==> src/rtl/psc_trigger_frame_tx.sv <==
// Byte-serial SOP/payload/EOP frame transmitter for the power-supply-controller link.
// Optional checksum byte before EOP: define PSC_FRAME_CHECKSUM_EN.
module psc_trigger_frame_tx #(
  parameter int unsigned PAYLOAD_LEN = 8,
  parameter int unsigned ARG_W       = 32,
  parameter int unsigned CH_W        = 8,
  parameter int unsigned TRIG_CHAN   = 0,
  parameter logic [7:0]  TRIG_CODE   = 8'h30,
  parameter logic [7:0]  SOP         = 8'b001_11100,
  parameter logic [7:0]  EOP         = 8'b101_11100
) (
  input  logic              clk,
  input  logic              rst_n,
  input  logic              trig,
  input  logic              cmd_valid,
  output logic              cmd_ready,
  input  logic [CH_W-1:0]   cmd_chan,
  input  logic [7:0]        cmd_code,
  input  logic [ARG_W-1:0]  cmd_arg,
  output logic [7:0]        tx_data,
  output logic              tx_valid,
  input  logic              tx_ready,
  output logic              tx_sop,
  output logic              tx_eop,
  output logic              busy,
  output logic              trig_overrun
);

  localparam int unsigned ARG_BYTES = ARG_W / 8;
  localparam int unsigned CNT_W     = (PAYLOAD_LEN > 1) ? $clog2(PAYLOAD_LEN) : 1;
  localparam logic [CNT_W-1:0] LAST_IDX = CNT_W'(PAYLOAD_LEN - 1);

  if (PAYLOAD_LEN < 2 + ARG_BYTES) begin : g_len_chk
    $error("psc_trigger_frame_tx: PAYLOAD_LEN too small for channel, code and argument");
  end
  if ((ARG_W % 8) != 0) begin : g_arg_chk
    $error("psc_trigger_frame_tx: ARG_W must be a multiple of 8");
  end
  if (CH_W > 8) begin : g_ch_chk
    $error("psc_trigger_frame_tx: CH_W must not exceed 8");
  end

  typedef enum logic [2:0] {
    ST_IDLE    = 3'd0,
    ST_SOP     = 3'd1,
    ST_PAYLOAD = 3'd2,
    ST_EOP     = 3'd3
`ifdef PSC_FRAME_CHECKSUM_EN
    , ST_CSUM  = 3'd4
`endif
  } state_t;

  state_t              state_q, state_d;
  logic [CNT_W-1:0]    cnt_q, cnt_d;
  logic [CH_W-1:0]     chan_q, chan_d;
  logic [7:0]          code_q, code_d;
  logic [ARG_W-1:0]    arg_q, arg_d;
  logic                trig_pend_q, trig_pend_d;
  logic                overrun_q, overrun_d;
  logic [7:0]          tx_data_q, tx_data_d;
  logic                tx_valid_q, tx_valid_d;
  logic                tx_sop_q, tx_sop_d;
  logic                tx_eop_q, tx_eop_d;
  logic                busy_q, busy_d;
  logic                tx_fire;
`ifdef PSC_FRAME_CHECKSUM_EN
  logic [7:0]          csum_q, csum_d;
`endif

  // Payload byte at index idx: channel, code, argument MSB first, then zero padding.
  function automatic logic [7:0] payload_byte(input logic [CNT_W-1:0] idx,
                                              input logic [CH_W-1:0]  ch,
                                              input logic [7:0]       cd,
                                              input logic [ARG_W-1:0] ag);
    logic [7:0]  res;
    int unsigned pos;
    pos = 32'(idx);
    if (pos == 32'd0) begin
      res = 8'(ch);
    end else if (pos == 32'd1) begin
      res = cd;
    end else if (pos < ARG_BYTES + 32'd2) begin
      res = 8'(ag >> (32'd8 * (ARG_BYTES + 32'd1 - pos)));
    end else begin
      res = 8'h00;
    end
    return res;
  endfunction

  assign tx_fire   = tx_valid_q & tx_ready;
  assign cmd_ready = rst_n & (state_q == ST_IDLE) & ~trig_pend_q & ~trig;

  // Trigger latch: in IDLE a pending trigger is consumed, while busy a second one overruns.
  always_comb begin
    trig_pend_d = trig_pend_q;
    overrun_d   = 1'b0;
    if (state_q == ST_IDLE) begin
      trig_pend_d = trig_pend_q & trig;
      overrun_d   = 1'b0;
    end else begin
      trig_pend_d = trig_pend_q | trig;
      overrun_d   = trig_pend_q & trig;
    end
  end

  // Frame sequencing and field capture.
  always_comb begin
    state_d = state_q;
    cnt_d   = cnt_q;
    chan_d  = chan_q;
    code_d  = code_q;
    arg_d   = arg_q;
`ifdef PSC_FRAME_CHECKSUM_EN
    csum_d  = csum_q;
`endif
    case (state_q)
      ST_IDLE: begin
        if (trig || trig_pend_q) begin
          chan_d  = CH_W'(TRIG_CHAN);
          code_d  = TRIG_CODE;
          arg_d   = {ARG_W{1'b0}};
          state_d = ST_SOP;
        end else if (cmd_valid) begin
          chan_d  = cmd_chan;
          code_d  = cmd_code;
          arg_d   = cmd_arg;
          state_d = ST_SOP;
        end else begin
          state_d = ST_IDLE;
        end
      end
      ST_SOP: begin
        if (tx_fire) begin
          state_d = ST_PAYLOAD;
          cnt_d   = {CNT_W{1'b0}};
`ifdef PSC_FRAME_CHECKSUM_EN
          csum_d  = 8'h00;
`endif
        end else begin
          state_d = ST_SOP;
        end
      end
      ST_PAYLOAD: begin
        if (tx_fire) begin
`ifdef PSC_FRAME_CHECKSUM_EN
          csum_d = csum_q ^ tx_data_q;
`endif
          if (cnt_q == LAST_IDX) begin
`ifdef PSC_FRAME_CHECKSUM_EN
            state_d = ST_CSUM;
`else
            state_d = ST_EOP;
`endif
          end else begin
            cnt_d = cnt_q + CNT_W'(1);
          end
        end else begin
          state_d = ST_PAYLOAD;
        end
      end
`ifdef PSC_FRAME_CHECKSUM_EN
      ST_CSUM: begin
        if (tx_fire) begin
          state_d = ST_EOP;
        end else begin
          state_d = ST_CSUM;
        end
      end
`endif
      ST_EOP: begin
        if (tx_fire) begin
          state_d = ST_IDLE;
        end else begin
          state_d = ST_EOP;
        end
      end
      default: state_d = ST_IDLE;
    endcase
  end

  // Output byte decode from the next state so every output leaves a flop; a stall holds it.
  always_comb begin
    tx_valid_d = (state_d != ST_IDLE);
    busy_d     = (state_d != ST_IDLE);
    tx_sop_d   = 1'b0;
    tx_eop_d   = 1'b0;
    tx_data_d  = 8'h00;
    case (state_d)
      ST_IDLE:    tx_data_d = 8'h00;
      ST_SOP: begin
        tx_data_d = SOP;
        tx_sop_d  = 1'b1;
      end
      ST_PAYLOAD: tx_data_d = payload_byte(cnt_d, chan_d, code_d, arg_d);
`ifdef PSC_FRAME_CHECKSUM_EN
      ST_CSUM:    tx_data_d = csum_d;
`endif
      ST_EOP: begin
        tx_data_d = EOP;
        tx_eop_d  = 1'b1;
      end
      default:    tx_data_d = 8'h00;
    endcase
  end

  // State, captured fields and registered outputs; reset abandons any partial frame.
  always_ff @(posedge clk) begin
    if (!rst_n) begin
      state_q     <= ST_IDLE;
      cnt_q       <= {CNT_W{1'b0}};
      chan_q      <= {CH_W{1'b0}};
      code_q      <= 8'h00;
      arg_q       <= {ARG_W{1'b0}};
      trig_pend_q <= 1'b0;
      overrun_q   <= 1'b0;
      tx_data_q   <= 8'h00;
      tx_valid_q  <= 1'b0;
      tx_sop_q    <= 1'b0;
      tx_eop_q    <= 1'b0;
      busy_q      <= 1'b0;
`ifdef PSC_FRAME_CHECKSUM_EN
      csum_q      <= 8'h00;
`endif
    end else begin
      state_q     <= state_d;
      cnt_q       <= cnt_d;
      chan_q      <= chan_d;
      code_q      <= code_d;
      arg_q       <= arg_d;
      trig_pend_q <= trig_pend_d;
      overrun_q   <= overrun_d;
      tx_data_q   <= tx_data_d;
      tx_valid_q  <= tx_valid_d;
      tx_sop_q    <= tx_sop_d;
      tx_eop_q    <= tx_eop_d;
      busy_q      <= busy_d;
`ifdef PSC_FRAME_CHECKSUM_EN
      csum_q      <= csum_d;
`endif
    end
  end

  assign tx_data      = tx_data_q;
  assign tx_valid     = tx_valid_q;
  assign tx_sop       = tx_sop_q;
  assign tx_eop       = tx_eop_q;
  assign busy         = busy_q;
  assign trig_overrun = overrun_q;

endmodule

==> config.mk <==
export PLATFORM = sky130hd
export DESIGN_NAME = psc_trigger_frame_tx
export DESIGN_NICKNAME = d
export VERILOG_FILES = /design/src/rtl/psc_trigger_frame_tx.sv
export SDC_FILE = /design/constraint.sdc
export NUM_CORES = 1
export LEC_CHECK = 0
export ABC_AREA = 1
export CAP_MARGIN = 30
export CORE_MARGIN = 3
export CORE_UTILIZATION = 51
export DETAILED_ROUTE_END_ITERATION = 8
export PLACE_DENSITY = 0.79
export SYNTH_ARGS = -nofsm -noshare
export SYNTH_HDL_FRONTEND = slang
export SYNTH_SLANG_ARGS = --single-unit
==> constraint.sdc <==
create_clock -name clk -period 3.8 [get_ports clk]
set_input_delay 0.76 -clock clk [delete_from_list [all_inputs] [get_ports clk]]
set_output_delay 0.76 -clock clk [all_outputs]
set_load 0.01 [all_outputs]
==> reports/metrics.cfg <==
[routing]
num_vias = 3319
viasPerCell = 5.13
ant_nets = 0
dr.pass1.iters = 4
drt-total-wl_um = 8140
drtIter0Drc = 215
wl_per_cell_um = 12.6
route.detailed.drc = 0

[logic_synthesis]
synth_area_leaders = dfxtp_1 40%, nand2_1 13%, nor2_1 8.9%
seq_area_frac_synth = 0.399
synth-seq-cells = 67
synthTopCellsByCount = 113 x nand2_1, 80 x nor2_1, 67 x dfxtp_1, 61 x inv_1, 54 x nand3_1
synth_xor_area_frac = 0
synthFlopType = dfxtp_1
synthMuxAreaShare = 0
synth_fa_ha_area_frac = 0.00744
synth.top_cell.area_share = 0.399
synth_largest_area_cell = dfxtp_1
ys_types = 33
syn-num-nets = 565
synth_area_um2 = 3360
synth_compound_area_frac = 0.121
syn_avg_cell_area_um2 = 6.59
synthSimpleGateAreaFrac = 0.355
syn_inst = 510
synth_top_family_by_area = simple AND/OR/NAND/NOR gates
yosys_warnings = 0
synth.most_common_cell = nand2_1
synth_edf_count = 0
async_reset_ff_frac = 0

[floorplanning]
fp.dieH_um = 87.2
fp-row-count = 28
die_width_um = 87.2
initial_core_util = 0.545
dieArea_um2 = 7600
io_pins = 67
coreArea_um2 = 6170

[setup_path]
cp.buffers_inverters = 3
rr_startpoint = cnt_q[0]$_SDFF_PN0_
cp-startpoint = trig
critical_path_required_ns = 3.04
critPathTopFamily = buffers and inverters
critical-path-slowest-cell = clkdlybuf4s50_1
critPathLaunchType = input port
crit_fanout = 2
critPathArrivalTime_ns = 2.18
max_stage_delay_ns = 0.58
crit_top_cell = clkdlybuf4s50_1
path_class = in2out
cp-end-kind = output port
path_cells = clkdlybuf4s50_1 > nor2_4 > inv_1 > nor3_1 > clkdlybuf4s50_1

[clock_tree]
post_cts.repair.setup_buffers = 0
cts_resized = 0
cts_buffers = 9
htree_levels = 3
cts_root_buffer = clkbuf_8
clock_path_buffers = 2
clock_sinks = 67
clk_pin_slew_ns = 0.07
ctsHoldBuffers = 0
cts_tree = done
clock_latency_ns = 0.34

[timing]
whs_ns = 0.502
fmax_mhz = 340
finalMaxSlewViolations = 0
fin_crit_sh = 0.775
period_minus_slack_ns = 2.94
worst_clock_skew_ns = 0.00519
max-slew-margin-rel = 0.612
setup_violations = 0
tightest_slew_ns = 0.582
layout_setup_ws_ns = 0.855
hold_viol = 0
rsz0062_at_grt = no
setup_tns_ns = 0

[final_layout]
nets = 622
antenna_cells = 0
area.growth.synth_to_final_pct = 24.2
design_area_um2 = 4180
nFillCells = 543
drive_above_1_share = 0.0734

[power]
irDropWorstVdd_mv = 0.260
power_density_nw_per_um2 = 356
pwr-share-seq = 0.502
intPower_mw = 1.08
p_switching_uw = 404
power.clock.fraction = 0.327
p_leak_nw = 1.84
switching_share = 0.272
p_comb_frac = 0.171

[placement]
hpwlAfterDp_um = 5830
pre_cts_ws_ns = 0.792
portBuffers = 66
gp_congestion = 0.868
place_area_um2 = 4020

[grt]
grt_pass1_wl_um = 13800
antenna_found_initial = 0
grt_max_degree = 56
grt_pass1_vias = 3046
track_usage = 0.229
grt-ovfl-total = 0

[run]
drv_cap = 0

[worst_hold_path]
worstHoldPathType = reg2reg
worstHoldStart = code_q[4]$_SDFF_PN0_

[status]
status = finished clean

## power by group through the flow
| stage | sequential [mW] | clock [mW] | combinational (mW) |
|---|---|---|---|
| after floorplan | 0.761 | 0 | 0.151 |
| after global placement | 0.761 | 0 | 0.249 |
| after detailed placement | 0.763 | 0 | 0.251 |
| after CTS | 0.747 | 0.489 | 0.253 |
| after global routing | 0.749 | 0.528 | 0.285 |
| final | 0.747 | 0.486 | 0.254 |
## through the flow
step                      power (mW)  std cells  utilization
after floorplan                0.912        510            -
after global placement          1.01        631        0.652
after detailed placement        1.01        631        0.652
after CTS                       1.49        647        0.677
after global routing            1.56        647        0.677
final                           1.49        647        0.677
## cell families after synthesis
group / after synthesis
and+or+nand+nor: 274
buffers and inverters: 93
AOI/OAI and AO/OA: 73
DFF: 67
adders and majority gates: 2
other: 1
## metal layers
metal  vias to the layer above  routed length (µm)  GRT usage  part of all wire
met5                         -                   0          0                 0
li1                       1729                   -          -                 -
met2                        92                3790      0.371              0.47
met1                      1488                3730      0.300              0.46
met3                        10                 523     0.0558             0.064
met4                         0                  93     0.0725             0.011
## sequential cells by signal, indices dropped and copies added, names as in the netlist
signal and cells:
busy 1, state_q 3, tx_sop 1, tx_data 8, tx_eop 1, chan_q 8
trig_pend_q 1, trig_overrun 1, cnt_q 3, code_q 8, arg_q 32
## final cells by class
type	instances	area [µm²]	area share
Timing Repair Buffer	72	706	0.169
Clock buffer	13	139	0.0333
Multi-Input combinational cell	350	1630	0.390
Tap cell	75	93.8	0.0225
Inverter	67	251	0.0602
Clock inverter	3	15.0	0.00359
Sequential cell	67	1340	0.321
## final timing paths
check        depth (start not counted)  slack [ns]                    end
max                                  5        0.86              cmd_ready
min                                  2        0.50   code_q[4]$_SDFF_PN0_
max reg2reg                         15        1.58  tx_data[5]$_SDFF_PN0_
min reg2reg                          2        0.50   code_q[4]$_SDFF_PN0_
## layout by cell type, fill, tap and decap left out, types with 2 or more instances in the layout
cell and count:
nor3_1 7, a21oi_1 10, clkdlybuf4s50_1 66, clkbuf_8 9, clkinv_2 3, inv_1 61, o21ai_0 40, o211ai_1 8
o21ai_1 6, nand3_1 54, o21bai_1 4, ha_1 2, inv_2 6, nand3_2 6, dfxtp_1 67, nor2_4 2
a31oi_1 2, or2_2 3, clkbuf_1 4, nand2_1 113, buf_4 6, nor2_2 2, nand2_2 2, nor2_1 80
nor4_1 2
## worst min-delay path, delay by kind of cell, from the launching register on
kind | cells | cell delay [ns]
flip-flops | 1 | 0.30
AND/OR/NAND/NOR | 1 | 0.07
AO/OA/AOI/OAI | 1 | 0.08
(Power assumes the default switching activity.)
